--- config.mk ---
export PLATFORM = sky130hd
export DESIGN_NAME = button_debouncer
export DESIGN_NICKNAME = d
export VERILOG_FILES = /design/src/rtl/button_debouncer_pkg.sv /design/src/rtl/button_debouncer_channel.sv /design/src/rtl/button_debouncer.sv
export SDC_FILE = /design/constraint.sdc
export NUM_CORES = 1
export LEC_CHECK = 0
export ABC_AREA = 1
export ABC_CLOCK_PERIOD_IN_PS = 2590
export CORE_MARGIN = 5
export CORE_UTILIZATION = 55
export CTS_CLUSTER_DIAMETER = 30
export DETAILED_ROUTE_END_ITERATION = 8
export GPL_TIMING_DRIVEN = 0
export PLACE_DENSITY = 0.73
export SLEW_MARGIN = 20
export SYNTH_ARGS = -nofsm -noshare
export SYNTH_HDL_FRONTEND = slang
export SYNTH_SLANG_ARGS = --single-unit
--- constraint.sdc ---
create_clock -name clk125 -period 2.59 [get_ports clk125]
set_input_delay 0.518 -clock clk125 [delete_from_list [all_inputs] [get_ports clk125]]
set_output_delay 0.518 -clock clk125 [all_outputs]
set_load 0.1 [all_outputs]
--- src/rtl/button_debouncer_pkg.sv ---
// Shared types and constants for the button_debouncer slice.
// The optional long-press logic is enabled by defining BUTTON_DEBOUNCER_LONG_PRESS_EN.
package button_debouncer_pkg;

    typedef enum logic [1:0] {
        ST_LO,
        ST_WAIT_HI,
        ST_HI,
        ST_WAIT_LO
    } db_state_t;

    // Smallest legal value for either cycle-count parameter.
    localparam int unsigned DB_MIN_CYCLES = 2;

endpackage

--- src/rtl/button_debouncer_channel.sv ---
// Single-bit debounce FSM with registered level, edge pulses and optional long-press pulse.
// Long-press hold counter exists only when BUTTON_DEBOUNCER_LONG_PRESS_EN is defined.
module debounce_channel
    import button_debouncer_pkg::*;
#(
    parameter int unsigned DEBOUNCE_CYCLES   = 1250000,
    parameter int unsigned LONG_PRESS_CYCLES = 125000000
) (
    input  logic clk125,
    input  logic nrst,
    input  logic in,
    output logic out,
    output logic rise,
    output logic fall,
    output logic long_press
);

    localparam int unsigned    CNT_W    = $clog2(DEBOUNCE_CYCLES);
    localparam logic [CNT_W-1:0] CNT_LAST = CNT_W'(DEBOUNCE_CYCLES - 1);

    db_state_t        state, state_nxt;
    logic [CNT_W-1:0] cnt, cnt_nxt;
    logic             out_nxt, rise_nxt, fall_nxt;

    always_ff @(posedge clk125) begin
        if (!nrst) begin
            state <= ST_LO;
            cnt   <= '0;
            out   <= 1'b0;
            rise  <= 1'b0;
            fall  <= 1'b0;
        end else begin
            state <= state_nxt;
            cnt   <= cnt_nxt;
            out   <= out_nxt;
            rise  <= rise_nxt;
            fall  <= fall_nxt;
        end
    end

    always_comb begin
        state_nxt = state;
        cnt_nxt   = cnt;
        out_nxt   = out;
        rise_nxt  = 1'b0;
        fall_nxt  = 1'b0;
        case (state)
            ST_LO: begin
                if (in) begin
                    state_nxt = ST_WAIT_HI;
                    cnt_nxt   = '0;
                end
            end
            ST_WAIT_HI: begin
                if (!in) begin
                    state_nxt = ST_LO;
                end else if (cnt == CNT_LAST) begin
                    state_nxt = ST_HI;
                    cnt_nxt   = '0;
                    out_nxt   = 1'b1;
                    rise_nxt  = 1'b1;
                end else begin
                    cnt_nxt = cnt + CNT_W'(1);
                end
            end
            ST_HI: begin
                if (!in) begin
                    state_nxt = ST_WAIT_LO;
                    cnt_nxt   = '0;
                end
            end
            ST_WAIT_LO: begin
                if (in) begin
                    state_nxt = ST_HI;
                end else if (cnt == CNT_LAST) begin
                    state_nxt = ST_LO;
                    cnt_nxt   = '0;
                    out_nxt   = 1'b0;
                    fall_nxt  = 1'b1;
                end else begin
                    cnt_nxt = cnt + CNT_W'(1);
                end
            end
            default: begin
                state_nxt = ST_LO;
                cnt_nxt   = '0;
            end
        endcase
    end

`ifdef BUTTON_DEBOUNCER_LONG_PRESS_EN
    localparam int unsigned      HOLD_W    = $clog2(LONG_PRESS_CYCLES);
    localparam logic [HOLD_W-1:0] HOLD_LAST = HOLD_W'(LONG_PRESS_CYCLES - 1);

    logic [HOLD_W-1:0] hold, hold_nxt;
    logic              hold_done, hold_done_nxt;
    logic              long_press_nxt;

    always_ff @(posedge clk125) begin
        if (!nrst) begin
            hold       <= '0;
            hold_done  <= 1'b0;
            long_press <= 1'b0;
        end else begin
            hold       <= hold_nxt;
            hold_done  <= hold_done_nxt;
            long_press <= long_press_nxt;
        end
    end

    // hold_done latches after the pulse so the counter saturates without re-firing;
    // only a debounced rise (WAIT_HI->HI) rearms it, not a bounce back from WAIT_LO.
    always_comb begin
        hold_nxt       = hold;
        hold_done_nxt  = hold_done;
        long_press_nxt = 1'b0;
        if (state == ST_WAIT_HI && state_nxt == ST_HI) begin
            hold_nxt      = '0;
            hold_done_nxt = 1'b0;
        end else if ((state == ST_HI || state == ST_WAIT_LO) && !hold_done) begin
            if (hold == HOLD_LAST) begin
                long_press_nxt = 1'b1;
                hold_done_nxt  = 1'b1;
            end else begin
                hold_nxt = hold + HOLD_W'(1);
            end
        end
    end
`else
    assign long_press = 1'b0;
`endif

endmodule

--- src/rtl/button_debouncer.sv ---
// Multi-channel debouncer top: parameter checks and per-bit channel instances.
// Define BUTTON_DEBOUNCER_LONG_PRESS_EN to enable long_press; otherwise it is tied low.
module button_debouncer
    import button_debouncer_pkg::*;
#(
    parameter int unsigned WIDTH             = 6,
    parameter int unsigned DEBOUNCE_CYCLES   = 1250000,
    parameter int unsigned LONG_PRESS_CYCLES = 125000000
) (
    input  logic             clk125,
    input  logic             nrst,
    input  logic [WIDTH-1:0] in,
    output logic [WIDTH-1:0] out,
    output logic [WIDTH-1:0] rise,
    output logic [WIDTH-1:0] fall,
    output logic [WIDTH-1:0] long_press
);

    if (DEBOUNCE_CYCLES < DB_MIN_CYCLES) begin : g_bad_debounce
        $error("button_debouncer: DEBOUNCE_CYCLES must be >= 2");
    end
    if (LONG_PRESS_CYCLES < DB_MIN_CYCLES) begin : g_bad_long_press
        $error("button_debouncer: LONG_PRESS_CYCLES must be >= 2");
    end

    for (genvar i = 0; i < WIDTH; i++) begin : g_ch
        debounce_channel #(
            .DEBOUNCE_CYCLES  (DEBOUNCE_CYCLES),
            .LONG_PRESS_CYCLES(LONG_PRESS_CYCLES)
        ) u_ch (
            .clk125    (clk125),
            .nrst      (nrst),
            .in        (in[i]),
            .out       (out[i]),
            .rise      (rise[i]),
            .fall      (fall[i]),
            .long_press(long_press[i])
        );
    end

endmodule

# After elaboration in Yosys (flattened, before gate mapping)
# Index checks and enable logic that the tools add are counted.
[totals]
regBits = 156
out_inout_bits = 24
elab_cells = 271
[classes]
addsub = 6
eq_ne = 72
mux = 114
bitwise_logic = 7
reduce_logical = 42
[op_table]
columns = ["cell", "n"]
rows = [
  ["two-way mux 21 bit", 30],
  ["one-hot mux 21 bit (4 select lines)", 6],
  ["adder 21 x 1 -> 21 bit (second input constant)", 6],
  ["equality test 21 bit (second input constant)", 6],
  ["two-way mux 2 bit", 36],
  ["!= test 2 bit (second input constant)", 24],
  ["one-hot mux 2 bit (4 select lines)", 6],
  ["AND reduction 4 bit", 12],
  ["!= test 3 x 2 -> 1 bit (second input constant)", 12],
  ["two-way mux 1 bit", 30],
  ["AND reduction 5 bit", 6],
  ["equality test 2 bit (second input constant)", 12],
  ["!= test 2 x 1 -> 1 bit (second input constant)", 12],
  ["AND reduction 3 bit", 6],
  ["OR reduction 3 bit", 6],
  ["equality test 2 x 1 -> 1 bit (second input constant)", 6],
  ["zero test 2 bit", 6],
  ["one-hot mux 1 bit (2 select lines)", 6],
  ["nonzero test 2 bit", 6],
  ["inverter 1 bit", 7],
]

# Longest topological paths before layout
[logic_depth]
word_depth = 4
mapped_depth = 11
depth_no_buf = 10

# Hierarchy
# From an unflattened synthesis, not the netlist that was laid out.
[unflattened]
hier_cells = 1356
area_unflattened_um2 = 8996.1
[modules_own_cells]
columns = ["module", "n_inst", "cells_each", "area_each_um2", "seq_area_each_um2"]
rows = [
  ["debounce_channel at g_ch[1].u_ch ...", 5, 226, 1503.9, 520.5],
  ["debounce_channel at g_ch[0].u_ch", 1, 226, 1476.4, 520.5],
]

# Worst setup path before layout
# OpenSTA, ideal clock, no wires.
[synth_path]
path_kind = "register -> register"
startpoint = "register g_ch[5].u_ch.cnt[0]"
endpoint = "register g_ch[5].u_ch.cnt[18]"
setup_ns = 0.122
arrival_ns = 1.356
t_required_ns = 2.468
path_slack_ns = 1.112
path_stages_with_launch = 10
path_cell_list = "dfxtp_1 -> ha_1 -> nand3_1 -> nor2_1 -> nand3_4 -> nand2_2 -> nand2_2 -> buf_6 -> nand3_1 -> nor2_1"
[synth_via]
elab_chain_cells = 4
[synth_rtl]
columns = ["item", "line", "source"]
rows = [
  ["start, declared", "button_debouncer_channel.sv:22", "logic [CNT_W-1:0] cnt, cnt_nxt;"],
  ["start signal, assigned", "button_debouncer_channel.sv:34", "cnt <= cnt_nxt;"],
  ["adder 21 x 1 -> 21 bit or equality test 21 bit (tied branches)", "--", ""],
  ["two-way mux 21 bit (*)", "button_debouncer_channel.sv:57, button_debouncer_channel.sv:75", ""],
  ["two-way mux 21 bit (on tied branches)", "button_debouncer_channel.sv:73, button_debouncer_channel.sv:55", ""],
  ["one-hot mux 21 bit (4 select lines) (*)", "button_debouncer_channel.sv:47", "case (state)"],
]
# Mark *: on every way between the ends. The rest lies on a longest branch, timed or not. The select of a mux whose other input is x is not followed.
# A chain may end at the register's enable or synchronous reset.

# Worst setup path in the final report
[layout_path]
startpoint = "register g_ch[3].u_ch.out"
endpoint = "output out[3]"
[layout_rtl]
columns = ["item", "line", "source"]
rows = [
  ["start, declared", "button_debouncer_channel.sv:12", "output logic out,"],
  ["start signal, assigned", "button_debouncer_channel.sv:35", "out <= out_nxt;"],
  ["end, declared", "button_debouncer.sv:13", "output logic [WIDTH-1:0] out,"],
]
# No word-level cell between the ends.

==> results.json <==
{
  "outcome": "finished clean",
  "synth.most_common_cell": "nand2_1",
  "clk_pin_slew_worst_paths_ns": 0.06,
  "synth_top_area_frac": 0.361,
  "r2r_cells": 9,
  "vias_per_cell": 5.19,
  "grtUsageMet3": 0.0487,
  "area_delta_synth_final_pct": 12.8,
  "diodes": 0,
  "cts_tree": "built",
  "antenna_found_initial": 0,
  "cts-root-buf": "clkbuf_16",
  "die_h_um": 135,
  "nets": 1373,
  "timing.rr.end": "g_ch[5].u_ch.cnt[19]$_SDFFE_PN0P_",
  "dr.pass1.iters": 5,
  "io_buffers": 24,
  "cellLeakagePower_nw": 3.77,
  "reg2reg_from": "g_ch[5].u_ch.cnt[0]$_SDFFE_PN0P_",
  "endpoint": "out[3]",
  "insertion_delay_ns": 0.43,
  "async_flop_share": 0,
  "grt_max_degree": 17,
  "netlist-cell-type-count": 40,
  "grt-busiest-layer": "met2",
  "setup_tns_ns": 0,
  "setup_viol": 0,
  "htreeDepth": 4,
  "grt_setup_unrepaired": "false",
  "ys_seq_area_frac": 0.361,
  "critical_path_class": "flip-flop to output pin",
  "worst_setup_path_start_kind": "flip-flop",
  "slew_violations": 0,
  "grt_pass1_vias": 7376,
  "crit_required_ns": 2.07,
  "groute.usage.overall": 0.223,
  "io_pins": 32,
  "arrival_ns": 2.01,
  "routed_wl_um": 20000,
  "avgRoutedWirePerCell_um": 12.7,
  "hold_viol": 0,
  "synth_top_area_cell": "dfxtp_1",
  "grt_use_met2": 0.353,
  "finClkSkew_ns": 0.00538,
  "avgSynthCellArea_um2": 6.60,
  "dp_slack_ns": 0.391,
  "synth_edf_count": 0,
  "drt_iter0_drc": 828,
  "start_util": 0.565,
  "r2r_setup_slack_ns": 0.86,
  "syn_area_um2": 8650,
  "synth_area_leaders": "dfxtp_1 (36%), nand2_1 (13%), nor2_1 (10%)",
  "dpl-instance-area_um2": 9180,
  "critPathCaptureType": "output pin",
  "cts_setup_buffers": 0,
  "synth-seq-cells": 156,
  "dieArea_um2": 18300,
  "rows": 45,
  "worst-path-max-fanout": 2,
  "met1_usage": 0.305,
  "maxSlewHeadroom": 0.350,
  "synth_ff_type": "dfxtp_1",
  "antenna_left": 0,
  "layout_min_cycle_time_ns": 2.53,
  "startpoint": "g_ch[3].u_ch.out$_SDFFE_PN0P_",
  "cts_max_path_buffers": 2,
  "grt_pass1_wl_um": 33800,
  "synth_common_cells": "nand2_1 (295), nor2_1 (237), inv_1 (162)",
  "numCtsBuffers": 17,
  "cap_violations": 0,
  "ys_warn_count": 0,
  "overflow": 0,
  "place_hpwl_um": 14400,
  "powerDensity_nw_per_um2": 547,
  "period_share": 0.976,
  "timing.final.ws_setup_ns": 0.0613,
  "stdcell_area_um2": 9760,
  "fp.coreArea_um2": 15300,
  "die_w_um": 135,
  "worst_pin_slew_ns": 0.971,
  "place.gp.congestion": 0.935,
  "ir_drop_v": 0.000505,
  "cts.sinks": 156,
  "drive_above_1_share": 0.104,
  "via_count": 8206,
  "hold_class": "primary input to flip-flop",
  "holdWs_ns": 0.455,
  "drc": 0,
  "netlist_instances": 1311,
  "fmax_mhz": 395
}
layout make-up:
type,instances,area (um2)
Buffer,48,357
Clock buffer,22,464
Clock inverter,8,118
Fill cell,1429,5550
Inverter,169,634
Multi-Input combinational cell,943,4560
Sequential cell,156,3120
Tap cell,211,264
Timing Repair Buffer,24,243
worst min path at each step:
stage,slack (ns),cells past startpoint,endpoint,from
finish,0.45,3,g_ch[4].u_ch.cnt[14]$_SDFFE_PN0P_,nrst
global route,0.46,3,g_ch[4].u_ch.cnt[14]$_SDFFE_PN0P_,nrst
global placement,0.46,2,g_ch[3].u_ch.out$_SDFFE_PN0P_,g_ch[3].u_ch.out$_SDFFE_PN0P_
floorplan,0.45,2,g_ch[5].u_ch.out$_SDFFE_PN0P_,g_ch[5].u_ch.out$_SDFFE_PN0P_
detailed placement,0.47,2,g_ch[4].u_ch.out$_SDFFE_PN0P_,g_ch[4].u_ch.out$_SDFFE_PN0P_
CTS,0.44,3,g_ch[4].u_ch.cnt[14]$_SDFFE_PN0P_,nrst
metrics by stage:
| step | power, mW | cells | util |
|---|---|---|---|
| floorplan | 2.78 | 1316 | - |
| global placement | 2.89 | 1551 | 0.599 |
| detailed placement | 2.89 | 1551 | 0.599 |
| CTS | 5.39 | 1581 | 0.637 |
| global route | 5.54 | 1581 | 0.637 |
| finish | 5.34 | 1581 | 0.637 |
worst max-delay path, stage by stage (launching register included):
cell and delay [ns]:
dfxtp_1 0.33, buf_4 0.12, clkdlybuf4s50_1 1.13
layout by cell type (no fill, tap or decap), types with 4 or more instances in the layout:
master           netlist  routed
a21oi_1               29      29
a31oi_1                4       4
buf_1                  4       4
buf_2                  8       8
buf_4                 28      28
buf_6                  6       6
clkbuf_1               1       4
clkbuf_16              0      17
clkdlybuf4s50_1        0      23
clkinv_2               0       4
conb_1                 1       6
dfxtp_1              156     156
ha_1                   6       6
inv_1                162     162
inv_2                  7       7
nand2_1              295     295
nand2_2               16      16
nand2_4                4       4
nand3_1              126     126
nand3_2                5       5
nand4_1               39      39
nor2_1               237     237
nor2_2                28      28
nor3_1                24      24
nor3_2                 6       6
o21ai_0               36      36
o21bai_1              10      10
xnor2_1                9       9
xor2_1                40      40
flip-flops by register name, indices dropped and copies added, names as in the netlist, named ones only:
name	count
g_ch.u_ch.cnt	126
g_ch.u_ch.fall	6
g_ch.u_ch.out	6
g_ch.u_ch.rise	6
g_ch.u_ch.state	6
repair_timing:
action	4_1_cts	5_1_grt
endpoints found under the setup margin	0	1
gates resized for setup	0	1
hold buffers	0	0
cell families (layout without fill, tap and decap cells):
family,after synthesis,in the layout,synth area share
AO/OA/AOI/OAI,87,87,0.0560
other,1,6,0.000433
flip-flops,156,156,0.361
AND/OR/NAND/NOR,795,795,0.410
adder cells (fa/ha/maj),6,6,0.00868
XOR/XNOR,49,49,0.0496
buffers and inverters,217,271,0.115
where the power goes:
group          internal [mW]  switching, mW  leakage (nW)  total, mW
logic                  0.110          0.281          2.22      0.391
registers               2.43         0.0233          1.26       2.45
clock network           1.55          0.956         0.286       2.50
total                   4.08           1.26          3.77       5.34
metal layers:
metal | up-vias | share of wire | wire (um)
met5 | - | 0 | 0
met1 | 3732 | 0.49 | 9730
met4 | 0 | 0.017 | 344
met3 | 36 | 0.051 | 1020
met2 | 224 | 0.45 | 8910
li1 | 4214 | - | -
(Power assumes the default switching activity.)
